### src/rtl/compressor4to2_bist.sv
// Built-in self-test controller for the 4:2 compressor cell: walks all 16
// input vectors, checks sout/cout against a golden model and keeps results.
module compressor4to2_bist #(
    parameter int SETTLE_CYCLES = 1
) (
    input  logic       clk,
    input  logic       rst,
    input  logic       start,
    input  logic       abort,
    input  logic       dut_sout,
    input  logic       dut_cout,
    output logic [3:0] test_vec,
    output logic       busy,
    output logic       done,
    output logic       pass,
    output logic [4:0] fail_count,
    output logic       first_fail_valid,
    output logic [3:0] first_fail_vec
);

    typedef enum logic [1:0] {
        IDLE,
        RUN,
        DONE
    } state_t;

    localparam logic [3:0] SETTLE_LAST = 4'(SETTLE_CYCLES);

    state_t     state;
    logic [3:0] settle_cnt;
    logic [2:0] ones;
    logic       exp_sout;
    logic       exp_cout;
    logic       mismatch;
    logic       sample;
    logic [4:0] fail_next;

    // Golden model for the vector currently on the DUT inputs.
    always_comb begin
        ones = 3'd0;
        for (int b = 0; b < 4; b++) begin
            ones = ones + {2'b00, test_vec[b]};
        end
        exp_sout  = ^test_vec;
        exp_cout  = (ones >= 3'd2);
        mismatch  = (dut_sout != exp_sout) || (dut_cout != exp_cout);
        sample    = (settle_cnt == SETTLE_LAST);
        fail_next = fail_count + {4'd0, mismatch};
    end

    always_ff @(posedge clk) begin
        if (rst) begin
            state            <= IDLE;
            settle_cnt       <= 4'd0;
            test_vec         <= 4'd0;
            busy             <= 1'b0;
            done             <= 1'b0;
            pass             <= 1'b0;
            fail_count       <= 5'd0;
            first_fail_valid <= 1'b0;
            first_fail_vec   <= 4'd0;
        end else begin
            done <= 1'b0;
            case (state)
                IDLE, DONE: begin
                    if (start) begin
                        state            <= RUN;
                        settle_cnt       <= 4'd0;
                        test_vec         <= 4'd0;
                        busy             <= 1'b1;
                        pass             <= 1'b0;
                        fail_count       <= 5'd0;
                        first_fail_valid <= 1'b0;
                        first_fail_vec   <= 4'd0;
                    end
                end
                RUN: begin
                    // Abort takes priority over the sample due on this edge.
                    if (abort) begin
                        state      <= IDLE;
                        settle_cnt <= 4'd0;
                        test_vec   <= 4'd0;
                        busy       <= 1'b0;
                        pass       <= 1'b0;
                    end else if (sample) begin
                        settle_cnt <= 4'd0;
                        fail_count <= fail_next;
                        if (mismatch && !first_fail_valid) begin
                            first_fail_valid <= 1'b1;
                            first_fail_vec   <= test_vec;
                        end
                        if (test_vec == 4'hF) begin
                            state    <= DONE;
                            test_vec <= 4'd0;
                            busy     <= 1'b0;
                            done     <= 1'b1;
                            pass     <= (fail_next == 5'd0);
                        end else begin
                            test_vec <= test_vec + 4'd1;
                        end
                    end else begin
                        settle_cnt <= settle_cnt + 4'd1;
                    end
                end
                default: begin
                    state <= IDLE;
                    busy  <= 1'b0;
                end
            endcase
        end
    end

endmodule

### config.mk
export PLATFORM = sky130hd
export DESIGN_NAME = compressor4to2_bist
export DESIGN_NICKNAME = d
export VERILOG_FILES = /design/src/rtl/compressor4to2_bist.sv
export SDC_FILE = /design/constraint.sdc
export NUM_CORES = 1
export LEC_CHECK = 0
export CAP_MARGIN = 20
export CORE_UTILIZATION = 48
export CTS_BUF_LIST = sky130_fd_sc_hd__clkbuf_2 sky130_fd_sc_hd__clkbuf_4 sky130_fd_sc_hd__clkbuf_8
export DETAILED_ROUTE_END_ITERATION = 6
export GPL_TIMING_DRIVEN = 1
export HOLD_SLACK_MARGIN = 0.05
export PLACE_DENSITY = 0.73
export REMOVE_ABC_BUFFERS = 1
export SETUP_SLACK_MARGIN = 0.02
export SYNTH_ARGS = -nofsm -noshare
export SYNTH_HDL_FRONTEND = slang
export SYNTH_SLANG_ARGS = --single-unit
export TNS_END_PERCENT = 20
### constraint.sdc
create_clock -name clk -period 2.7 [get_ports clk]
set_clock_uncertainty 0.1 [all_clocks]
set_input_delay 0.675 -clock clk [delete_from_list [all_inputs] [get_ports clk]]
set_output_delay 0.675 -clock clk [all_outputs]
set_load 0.005 [all_outputs]
Word level (Yosys, flattened, before mapping)
Cells that the tools add are included.

word-level totals
  input bits = 6
  logic and storage cells = 81
  bits in registers = 23

cells by class
  eq/ne operators = 12
  bitwise gates (word level) = 2
  reduce and logical (&&, ||, !) cells = 15
  multiplexer cells = 36
  $lt $le $gt $ge = 1
  add/subtract/negate cells = 6

operator list
  kind                                                                                 count
  4-bit two-way mux                                                                    9
  4-bit case mux with 2 select lines                                                   3
  5-bit two-way mux                                                                    3
  1-bit two-way mux                                                                    12
  5-bit case mux with 2 select lines                                                   1
  4-bit by 1-bit adder with 4-bit output, second input constant                        2
  2-bit two-way mux                                                                    4
  2-bit inequality test, second input constant                                         4
  4-bit AND reduction                                                                  2
  3-bit inequality test, second input constant                                         2
  1-bit case mux with 2 select lines                                                   3
  3-bit AND reduction                                                                  2
  5-bit by 1-bit adder with 5-bit output                                               1
  5-bit logical NOT                                                                    1
  5-bit AND reduction                                                                  1
  4-bit by 1-bit == test with 1-bit output, second input constant                      1
  4-bit == test, second input constant                                                 1
  2-bit case mux with 2 select lines                                                   1
  4-bit OR reduction                                                                   1
  4-bit parity                                                                         1
  2-bit by 1-bit adder with 3-bit output                                               1
  3-bit by 1-bit adder with 3-bit output                                               1
  3-bit by 2-bit greater-or-equal comparator with 1-bit output, second input constant  1
  1-bit by 1-bit adder with 2-bit output                                               1
  11 further kinds                                                                     13

Logic depth before layout (Yosys ltp)
Gate-level depths: netlist of the first run.

  depth after elaboration = 12
  depth in mapped cells = 10
  depth with buffers taken out = 10

Least setup slack after synthesis of the first run
Ideal clock, no wire load.

  path kind = flip-flop to flip-flop
  start point = reg test_vec[0]
  end point = reg pass
  data required time = 2528 ps
  arrival time = 2360 ps
  cell stages (with the launch flop) = 11
  path buffers = 0
  clock period less this slack = 2531 ps
  path slack = 169 ps
  path through = dfxtp_1 fa_1 a21oi_1 xnor2_1 or2_1 ha_1 ha_1 xor2_1 nor3_1 nand4b_1 mux2i_1

on the way
  longest elaborated chain between the ends = 12
  elaborated cells on any way between the ends = 17
  classes of those cells = add/sub: 4; order compare: 1; eq/ne: 4; mux: 4; reduce/logical: 4

RTL lines
  what                                                          RTL line  source
  start: declaration                                            12        output logic [3:0] test_vec,
  start signal: assignment                                      99        test_vec <= test_vec + 4'd1;
  1-bit by 1-bit adder with 2-bit output                        42        ones = ones + {2'b00, test_vec[b]};
  2-bit by 1-bit adder with 3-bit output                        42
  3-bit by 1-bit adder with 3-bit output                        42
  3-bit by 2-bit greater-or-equal comparator with 1-bit output  45        exp_cout = (ones >= 3'd2);
  1-bit inequality test                                         46        mismatch = (dut_sout != exp_sout) || (dut_cout != exp_cout);
  1-bit logical OR                                              46
  5-bit by 1-bit adder with 5-bit output                        48        fail_next = fail_count + {4'd0, mismatch};
  5-bit logical NOT                                             97        pass <= (fail_next == 5'd0);
  1-bit two-way mux                                             92        if (test_vec == 4'hF) begin
  1-bit two-way mux                                             85        end else if (sample) begin
  1-bit two-way mux                                             79        if (abort) begin
  1-bit case mux with 2 select lines                            64        case (state)
  end signal: assignment                                        97
  end: declaration                                              15        output logic pass,

Parallel ways exist; a longest one is shown, timed or not. The select of a mux whose other input is x is not followed.
A chain may end at the register's enable or synchronous reset.

Worst setup path in the final report of the first run
Ends and elaborated chain as after synthesis.

==> flow_summary_export.csv, run 1 <==
group,metric,value,unit
outcome,status,"completed",
layout,drive_gt1_share,14.9,%
synthesis,syn_area,0.00128,mm²
floorplanning,die_area,0.00287,mm²
worst_setup_path,critPathKind,"register to register",
synthesis,synth_cells,143,
place,dp_hpwl,2170,µm
detailed_routing,drtAntennaViolNets,0,
synthesis,yosysWarnings,0,
synthesis,synth.distinct_cells,43,
power_and_ir_drop,ir_worst_vdd,0.269,mV
sta,slew_violations,0,
grt,antenna_found_initial,0,
worst_setup_path,slowest_stage,"dfxtp_2",
worst_hold_path,min_path_cells,2,
worst_setup_path,slowest_delay,0.37,ns
sta,finalCriticalPeriod,2.51,ns
job,maxCapViolCount,0,
grt,grt_overflow,0,
layout,final.fill_count,219,
detailed_routing,dr.pass1.iters,4,
worst_hold_path,min_from,"first_fail_vec[1]",
detailed_routing,drc_errors,0,
sta,min_period_over_period,93.1,%
place,gp_congestion,0.754,
worst_hold_path,holdPathEnd,"first_fail_vec[1]",
synthesis,synth.avg_cell_area,8.94,µm²
sta,maxSlewHeadroom,63.1,%
worst_setup_path,critPathArrivalTime,2.67,ns
power_and_ir_drop,leakagePower,0.621,nW
cts,cts_made_buffers,3,
cts,clock_sinks,23,
cts,clk_transition_reported_paths,0.13,ns
detailed_routing,wl,2960,µm
floorplanning,fp-row-count,18,
sta,worst_slew_pin_slew,0.553,ns
sta,fmax,398,MHz
cts,htreeDepth,1,
place,io_buffers,22,
worst_setup_path,critPathMaxFanout,4,
grt,grt_max_degree,15,
detailed_routing,vias,1152,
floorplanning,die-height,53.6,µm
worst_setup_path,r2r-end,"pass",
worst_setup_path,critPathTopFamily,"adder cells",
grt,grt_pass1_wl,4510,µm
floorplanning,initial_core_util,51.2,%
sta,setup_violations,0,
worst_setup_path,reg2reg_depth,11,
worst_setup_path,r2r_setup_slack,0.19,ns
layout,area_growth,28.0,%
worst_setup_path,cp.buffers_inverters,1,
grt,grt_pass1_vias,1091,
detailed_routing,post_drt_wl_per_cell,14.4,µm
floorplanning,core_area,0.00250,mm²
cts,postCtsHoldBufs,0,
sta,tns,0,ns
sta,final_hold_viol_count,0,
cts,max-clock-path-buffers,2,
layout,antenna_cells,0,
detailed_routing,drt_iter0_markers,23,
worst_setup_path,path_common_cell,"ha_1",
layout,layout_common_cells,"clkdlybuf4s50_1, dfxtp_1, nor2_1",
layout,final_util,65.5,%
layout,seqCellArea,463,µm²
worst_setup_path,critPathRequiredTime,2.85,ns
cts,cts_tree,"yes",
grt,track_usage,21.8,%
synthesis,synth-seq-area-share,36.0,%
floorplanning,ios,23,
power_and_ir_drop,power.density,414,mW/mm²
cts,clkLatencyLatePin,0.31,ns
worst_setup_path,endpoint_kind,"register",
cts,cts-root-buf,"clkbuf_4",
synthesis,ys_ff_latch,23,
layout,fin_nets,189,
layout,final_common_cell,"clkdlybuf4s50_1",
worst_hold_path,min_path_type,"register to register",
worst_setup_path,timing.critical_path.cells,"buf_4 > ha_1 > xnor2_2 > xnor2_1 > or2_1 > ha_1 > ha_2 > xor2_1 > nor3_1 > nand4b_1 > mux2i_1",
worst_setup_path,rr_startpoint,"test_vec[0]",
worst_setup_path,setup.worst_path.start_class,"register",
floorplanning,die_width,53.6,µm
detailed_routing,viasPerCell,5.62,
layout,multiInputGateArea,787,µm²
sta,rsz0062_at_grt,"false",
==> sequential cells by signal, summed over array words and instances, names as in the netlist <==
name and cells:
fail_count 5, first_fail_vec 4, settle_cnt 4, test_vec 4
state 2, busy 1, done 1, first_fail_valid 1
pass 1
==> cell families after synthesis <==
| kind of cell | count (synthesis) | synth area share, % |
|---|---|---|
| AO/OA/AOI/OAI | 32 | 17.9 |
| XOR/XNOR | 11 | 7.53 |
| adder cells (fa/ha/maj) | 7 | 7.44 |
| buffers and inverters | 9 | 3.52 |
| flip-flops | 23 | 36.0 |
| multiplexers | 4 | 3.13 |
| AND/OR/NAND/NOR | 57 | 24.5 |
==> stage by stage <==
step	cells	hold WS, ns	setup WS [ns]	total power, W	area, µm²
after floorplan	137	0.359	0.169	0.000452	1240
after global placement	200	0.367	0.0767	0.000507	1590
after detailed placement	200	0.371	0.0167	0.000514	1590
after CTS	204	0.389	0.0444	0.000675	1610
after global routing	205	0.406	0.0174	0.000707	1640
final	205	0.388	0.185	0.000677	1640
==> synth_stat cells, drive strengths merged <==
cell type	n	area [µm²]
a211oi	2	20.0
or2b	1	7.51
a31oi	5	31.3
fa	1	20.0
dfxtp	23	460
nor3	2	10.0
a21oi	10	50.1
or3	2	12.5
nor3b	2	31.3
nand3	7	35.0
o21bai	1	7.51
o22ai	1	20.0
xor2	6	52.6
nand3b	1	7.51
a211o	1	8.76
o21ai	3	15.0
nand2	9	33.8
nor2	18	67.6
and2	1	6.26
mux2i	4	40.0
o211ai	1	7.51
nand4b	1	8.76
or3b	1	8.76
xnor2	5	43.8
a21o	2	15.0
nor2b	3	18.8
o32a	1	10.0
o221ai	1	8.76
o2111ai	4	35.0
nand4	4	25.0
buf	5	30.0
and2b	1	7.51
nand2b	2	20.0
clkbuf	1	3.75
inv	3	11.3
or2	2	12.5
ha	6	75.1
==> worst max path at each step <==
stage                start    to  slack [ns]  depth (start not counted)
2_1_floorplan  test_vec[0]  pass        0.17                         10
3_3_place_gp      dut_cout  pass        0.08                          9
3_5_place_dp      dut_cout  pass        0.02                          9
4_1_cts        test_vec[1]  pass        0.04                         10
5_1_grt        test_vec[0]  pass        0.02                         11
6_report       test_vec[0]  pass        0.19                         11
==> cell type report <==
| cell class | instances | area share, % |
|---|---|---|
| Inverter | 3 | 0.688 |
| Clock inverter | 1 | 0.306 |
| Tap cell | 30 | 2.29 |
| Multi-Input combinational cell | 111 | 48.1 |
| Sequential cell | 23 | 28.3 |
| Timing Repair Buffer | 34 | 19.0 |
| Clock buffer | 3 | 1.38 |
==> report_power, final <==
part / switching [W] / internal [W] / leakage (nW) / total (W)
sequential: 0.0000116 / 0.000350 / 0.187 / 0.000361
clock: 0.000109 / 0.0000554 / 0.0177 / 0.000164
combinational: 0.0000804 / 0.0000716 / 0.416 / 0.000152
==> worst reg2reg max path, cell delays in order (launching register included) <==
cell,delay [ns]
dfxtp_2,0.37
buf_4,0.15
ha_1,0.34
xnor2_2,0.23
xnor2_1,0.10
or2_1,0.22
ha_1,0.20
ha_2,0.20
xor2_1,0.14
nor3_1,0.13
nand4b_1,0.12
mux2i_1,0.15
==> what timing repair did <==
item / in CTS / in global routing
endpoints found under the setup margin: 0 / 2
buffers inserted: 0 / 1
resized for setup: 0 / 5
==> routing by layer <==
layer,up-vias,part of all wire (%),GRT usage (%)
met5,-,0,0
met4,0,0.98,7.89
met3,4,2.3,2.82
met2,21,51,40.0
met1,550,46,25.7
li1,577,-,-
Note: power is estimated with default switching activity, not from simulation.
==> run 2, diff against run 1 <==
--- a/config.mk
+++ b/config.mk
@@ -6,12 +6,14 @@
 export NUM_CORES = 1
 export LEC_CHECK = 0
 export CAP_MARGIN = 20
-export CORE_UTILIZATION = 48
+export CELL_PAD_IN_SITES_DETAIL_PLACEMENT = 0
+export CELL_PAD_IN_SITES_GLOBAL_PLACEMENT = 1
+export CORE_UTILIZATION = 36
 export CTS_BUF_LIST = sky130_fd_sc_hd__clkbuf_2 sky130_fd_sc_hd__clkbuf_4 sky130_fd_sc_hd__clkbuf_8
 export DETAILED_ROUTE_END_ITERATION = 6
 export GPL_TIMING_DRIVEN = 1
 export HOLD_SLACK_MARGIN = 0.05
-export PLACE_DENSITY = 0.73
+export PLACE_DENSITY = 0.72
 export REMOVE_ABC_BUFFERS = 1
 export SETUP_SLACK_MARGIN = 0.02
 export SYNTH_ARGS = -nofsm -noshare
==> run 2 against run 1 <==
  * First-iteration DRC count up 70%
  * Critical endpoint unchanged
  * Wire length up 0.54%
  * Via count up 0.69%
  * Register-to-register slack better by 0.02 ns
  * Final area down 0.23%
  * Flip-flop and latch count unchanged
==> flow_summary_export.csv, run 2 (same netlist as run 1, synthesis figures left out) <==
group,metric,value,unit
grt,antenna_found_initial,0,
cts,clkLatencyLatePin,0.33,ns
power_and_ir_drop,ir_worst_vdd,0.286,mV
sta,slew_violations,0,
detailed_routing,wl,2980,µm
worst_setup_path,reg2reg_depth,10,
detailed_routing,drt_iter0_markers,39,
layout,layout_common_cells,"dfxtp_1, clkdlybuf4s50_1, nor2_1",
layout,drive_gt1_share,12.2,%
job,maxCapViolCount,0,
layout,largest_reg_flops,5,
outcome,status,"completed",
layout,layout.cells.non_filler,218,
cts,cts_tree,"yes",
cts,max-clock-path-buffers,2,
floorplanning,fp-row-count,21,
sta,tns,0,ns
layout,fin_nets,186,
detailed_routing,viasPerCell,5.32,
grt,grt_overflow,0,
detailed_routing,dr.pass1.iters,4,
grt,track_usage,17.4,%
worst_setup_path,r2r-end,"pass",
grt,grt_use_met2,27.6,%
detailed_routing,drc_errors,0,
layout,antenna_cells,0,
grt,grt_pass1_vias,992,
sta,hold_slack,0.386,ns
cts,cts_made_buffers,3,
detailed_routing,drtAntennaViolNets,0,
worst_setup_path,critPathArrivalTime,2.66,ns
sta,final_hold_viol_count,0,
sta,worst_slew_pin_slew,0.572,ns
layout,top_register,"fail_count",
detailed_routing,vias,1160,
place,dp_hpwl,2240,µm
floorplanning,ios,23,
cts,cts-root-buf,"clkbuf_4",
cts,cts_resized,0,
floorplanning,initial_core_util,38.0,%
layout,area_growth,27.7,%
floorplanning,die_area,0.00379,mm²
power_and_ir_drop,leakagePower,0.610,nW
sta,fmax,401,MHz
worst_setup_path,r2r_setup_slack,0.21,ns
worst_setup_path,critPathMaxFanout,4,
worst_hold_path,min_path_cells,2,
worst_setup_path,setup.worst_path.start_class,"register",
grt,grtUsageMet1,23.2,%
place,io_buffers,22,
sta,setup_violations,0,
floorplanning,die_width,61.6,µm
sta,min_period_over_period,92.3,%
detailed_routing,post_drt_wl_per_cell,13.7,µm
worst_setup_path,endpoint_kind,"register",
grt,grt_max_degree,15,
worst_hold_path,holdPathEnd,"first_fail_vec[1]",
sta,finalCriticalPeriod,2.49,ns
sta,maxSlewHeadroom,61.9,%
layout,post-route-cell-area,0.00163,mm²
power_and_ir_drop,power,0.000687,W
grt,grt_use_met3,4.62,%
worst_setup_path,crit_path_start,"test_vec[0]",
cts,postCtsHoldBufs,0,
place,gp_congestion,0.826,
grt,grt_busiest_layer,"met2",
cts,htreeDepth,1,
cts,clk_transition_reported_paths,0.13,ns
floorplanning,core_area,0.00336,mm²
cts,clock_sinks,23,
place,place_area,0.00159,mm²
floorplanning,die-height,61.6,µm
grt,grt_pass1_wl,4820,µm
sta,rsz0062_at_grt,"false",
worst_hold_path,min_path_type,"register to register",
cts,post-cts-setup-buffers,0,
worst_hold_path,min_from,"first_fail_vec[1]",
worst_setup_path,critPathKind,"register to register",
place,placedCellCount,214,
worst_setup_path,rr_startpoint,"test_vec[0]",
power_and_ir_drop,power.density,421,mW/mm²
worst_setup_path,critPathRequiredTime,2.87,ns
==> run 2: critical path, cell delays in order, from the launching register on <==
cell and delay (ns):
dfxtp_2 0.36, fa_1 0.48, a21oi_2 0.21, xnor2_1 0.11, or2_1 0.23, ha_1 0.19, ha_1 0.23, xor2_1 0.15
nor3_1 0.13, nand4b_1 0.11, mux2i_1 0.13
==> run 2: worst max-delay path by stage <==
stage	to	cells after the start
3_3_place_gp	pass	9
3_5_place_dp	pass	9
5_1_grt	pass	10
4_1_cts	pass	10
2_1_floorplan	pass	10
6_report	pass	10
==> run 2: routing by layer <==
metal  up-vias  part of all wire, %
li1        573                    -
met1       568                   48
met2        14                   48
met3         5                  2.8
met4         0                  1.2
met5         -                    0
==> run 2: layout make-up <==
type	instances	area, µm²
fill	356	1730
tap	46	57.6
multi-input combinational	111	785
timing repair buffer	31	288
sequential	23	462
clock buffer	4	30.0
inverter	3	11.3
==> run 2: power by group <==
part | switching, W | internal (W) | leakage [nW] | total, W
Sequential | 0.0000103 | 0.000349 | 0.187 | 0.000360
Combinational | 0.0000800 | 0.0000688 | 0.405 | 0.000149
Clock | 0.000111 | 0.0000681 | 0.0184 | 0.000179
==> run 2: through the flow <==
stage	setup WS, ns	utilization, %
finish	0.209	48.5
global route	0.0334	48.5
CTS	0.0748	48.2
detailed placement	0.0257	47.3
global placement	0.0851	47.3
floorplan	0.169	-
==> variant: new RTL, config.mk and constraints of run 1 <==
Make the reset (`rst`) asynchronous in one clocked block.
--- a/src/rtl/compressor4to2_bist.sv
+++ b/src/rtl/compressor4to2_bist.sv
@@ -48,7 +48,7 @@
         fail_next = fail_count + {4'd0, mismatch};
     end
 
-    always_ff @(posedge clk) begin
+    always_ff @(posedge clk or posedge rst) begin
         if (rst) begin
             state            <= IDLE;
             settle_cnt       <= 4'd0;
Behaviour: differs if rst is asserted again (counterexample within 4 cycles, from zero or initial values and one cycle with rst high); with rst held inactive, the same outputs for 10 cycles.
==> variant against run 1 <==
Synthesized area decreased by 0.20%; critical endpoint is now pass; final area is 2.1% higher; setup slack got worse by 100 ps; fmax decreased by 4.0%; sequential cell count stayed put; wire length fell by 9.8%.
Power is not compared: it rests on default switching activity, and its combinational part moved more than twofold at a synthesized area within 25%.
==> variant: results (changes against run 1) <==
The logs give 76.5% (was 63.1%) for the relative slew slack and 12 (was 23) for the violation count after the first detailed-route iteration. The synthesized instance count was 127 (was 143). Ranking of synthesized cells by area: sky130_fd_sc_hd__dfrtp_1 45%, sky130_fd_sc_hd__ha_1 5.9%, sky130_fd_sc_hd__nand2_1 5.0% (was sky130_fd_sc_hd__dfxtp_1 36%, sky130_fd_sc_hd__ha_1 5.9%, sky130_fd_sc_hd__nor2_1 5.3%). The worst reg-to-reg setup slack was 80 ps (was 190 ps). The final net count was 174 (was 189).

Hold path endpoint: first_fail_vec[1] (unchanged). The delay of the slowest cell on the worst path was 430 ps (was 370 ps). The startpoint of the worst hold path is first_fail_vec[1] (unchanged).

The layout cell share with drive strength beyond 1 came out at 20.6% (was 14.9%). The global-route wire length before repair was 4400 um (was 4510 um); the via count of the first global-routing pass was 1,018 (was 1,091). The post-synthesis async set-or-reset flop share is 100% (was 0%), and the portion of the post-synthesis area used by sequential elements is 45.1% (was 36.0%). The final HPWL from detailed placement is 1970 um (was 2170 um). Dominant register cell in the synthesized netlist: sky130_fd_sc_hd__dfrtp_1 (was sky130_fd_sc_hd__dfxtp_1). The number of fillers in the final layout is 209 (was 219), and the per-cell via count in the routed design is 5.44 (was 5.62). The arrival time at the worst endpoint is 2730 ps (was 2670 ps). The flow ran to the end, and the final reports show no timing, DRC or antenna violations. Overall fraction of global-route tracks in use: 21.4% (was 21.8%). Most frequent cells after synthesis: 23 x sky130_fd_sc_hd__dfrtp_1, 17 x sky130_fd_sc_hd__nand2_1, 8 x sky130_fd_sc_hd__inv_1, 8 x sky130_fd_sc_hd__nand3_1 (was 23 x sky130_fd_sc_hd__dfxtp_1, 18 x sky130_fd_sc_hd__nor2_1, 10 x sky130_fd_sc_hd__a21oi_1, 9 x sky130_fd_sc_hd__nand2_1, 7 x sky130_fd_sc_hd__nand3_1).

The logs give 0 (unchanged) for the number of antenna violations at the first check in global routing and 0.796 (was 0.754) for the placer congestion estimate. The pre-CTS worst setup slack was -229 ps (was 16.7 ps). Reg-to-reg critical path startpoint: test_vec[0] (unchanged).

The average wire per standard cell was 14.1 um (was 14.4 um). The run gives 184 (was 200) as the number of placed instances, taps included. The run gives 1,034 (was 1,152) as the via count.
variant: logic make-up after synthesis:
group | Yosys count | synth area share, %
simple gates | 46 | 19.2
compound gates | 30 | 17.5
fa+ha+maj | 7 | 7.45
buf+inv | 12 | 3.92
flops | 23 | 45.1
mux | 3 | 2.74
xor+xnor | 6 | 4.12
variant: worst max-delay path by stage:
stage	to	slack [ps]	from
after floorplan	pass	-40	test_vec[0]
after CTS	pass	80	test_vec[1]
after global placement	pass	-180	dut_sout
final	pass	80	test_vec[0]
after global routing	pass	2	test_vec[0]
after detailed placement	pass	-230	dut_sout
variant: through the flow:
step                total power, uW  hold slack (ps)  TNS (ps)  instance area, sq um
floorplan                       856              389     -38.4                  1260
global placement               1080              408      -183                  1580
finish                         1320              444         0                  1670
global route                   1420              473         0                  1670
detailed placement             1100              418      -229                  1580
CTS                            1320              447         0                  1660
variant: worst reg2reg max path, delay by kind of cell, from the launching register on:
family,cells,cell delay [ps]
XOR/XNOR,3,440
adder cells (fa/ha/maj),3,640
buffers and inverters,1,160
flip-flops,1,430
multiplexers,1,250
AND/OR/NAND/NOR,3,500
variant: layer usage:
| layer | vias up | GRT usage (%) | wire length (um) |
|---|---|---|---|
| li1 | 512 | - | - |
| met1 | 494 | 26.5 | 1250 |
| met2 | 23 | 37.1 | 1300 |
| met3 | 5 | 2.82 | 81 |
| met4 | 0 | 8.77 | 39 |
| met5 | - | 0 | 0 |
variant: cell type report:
| class | count | area (sq um) | area share (%) |
|---|---|---|---|
| Multi-Input combinational cell | 92 | 696 | 41.6 |
| Sequential cell | 23 | 576 | 34.4 |
| Timing Repair Buffer | 33 | 303 | 18.1 |
| Tap cell | 30 | 37.5 | 2.25 |
| Clock buffer | 4 | 30.0 | 1.80 |
| Inverter | 8 | 30.0 | 1.80 |
variant: power by group:
| group | internal (uW) | leakage, uW | switching [uW] |
|---|---|---|---|
| logic | 353 | 0.000440 | 321 |
| clock network | 67.8 | 0.0000184 | 105 |
| registers | 410 | 0.000313 | 63.4 |
variant: what timing repair did:
item,4_1_cts,5_1_grt
pin swaps,2,4
resized for setup,7,1
setup endpoints to repair,1,1
buffers inserted,1,1
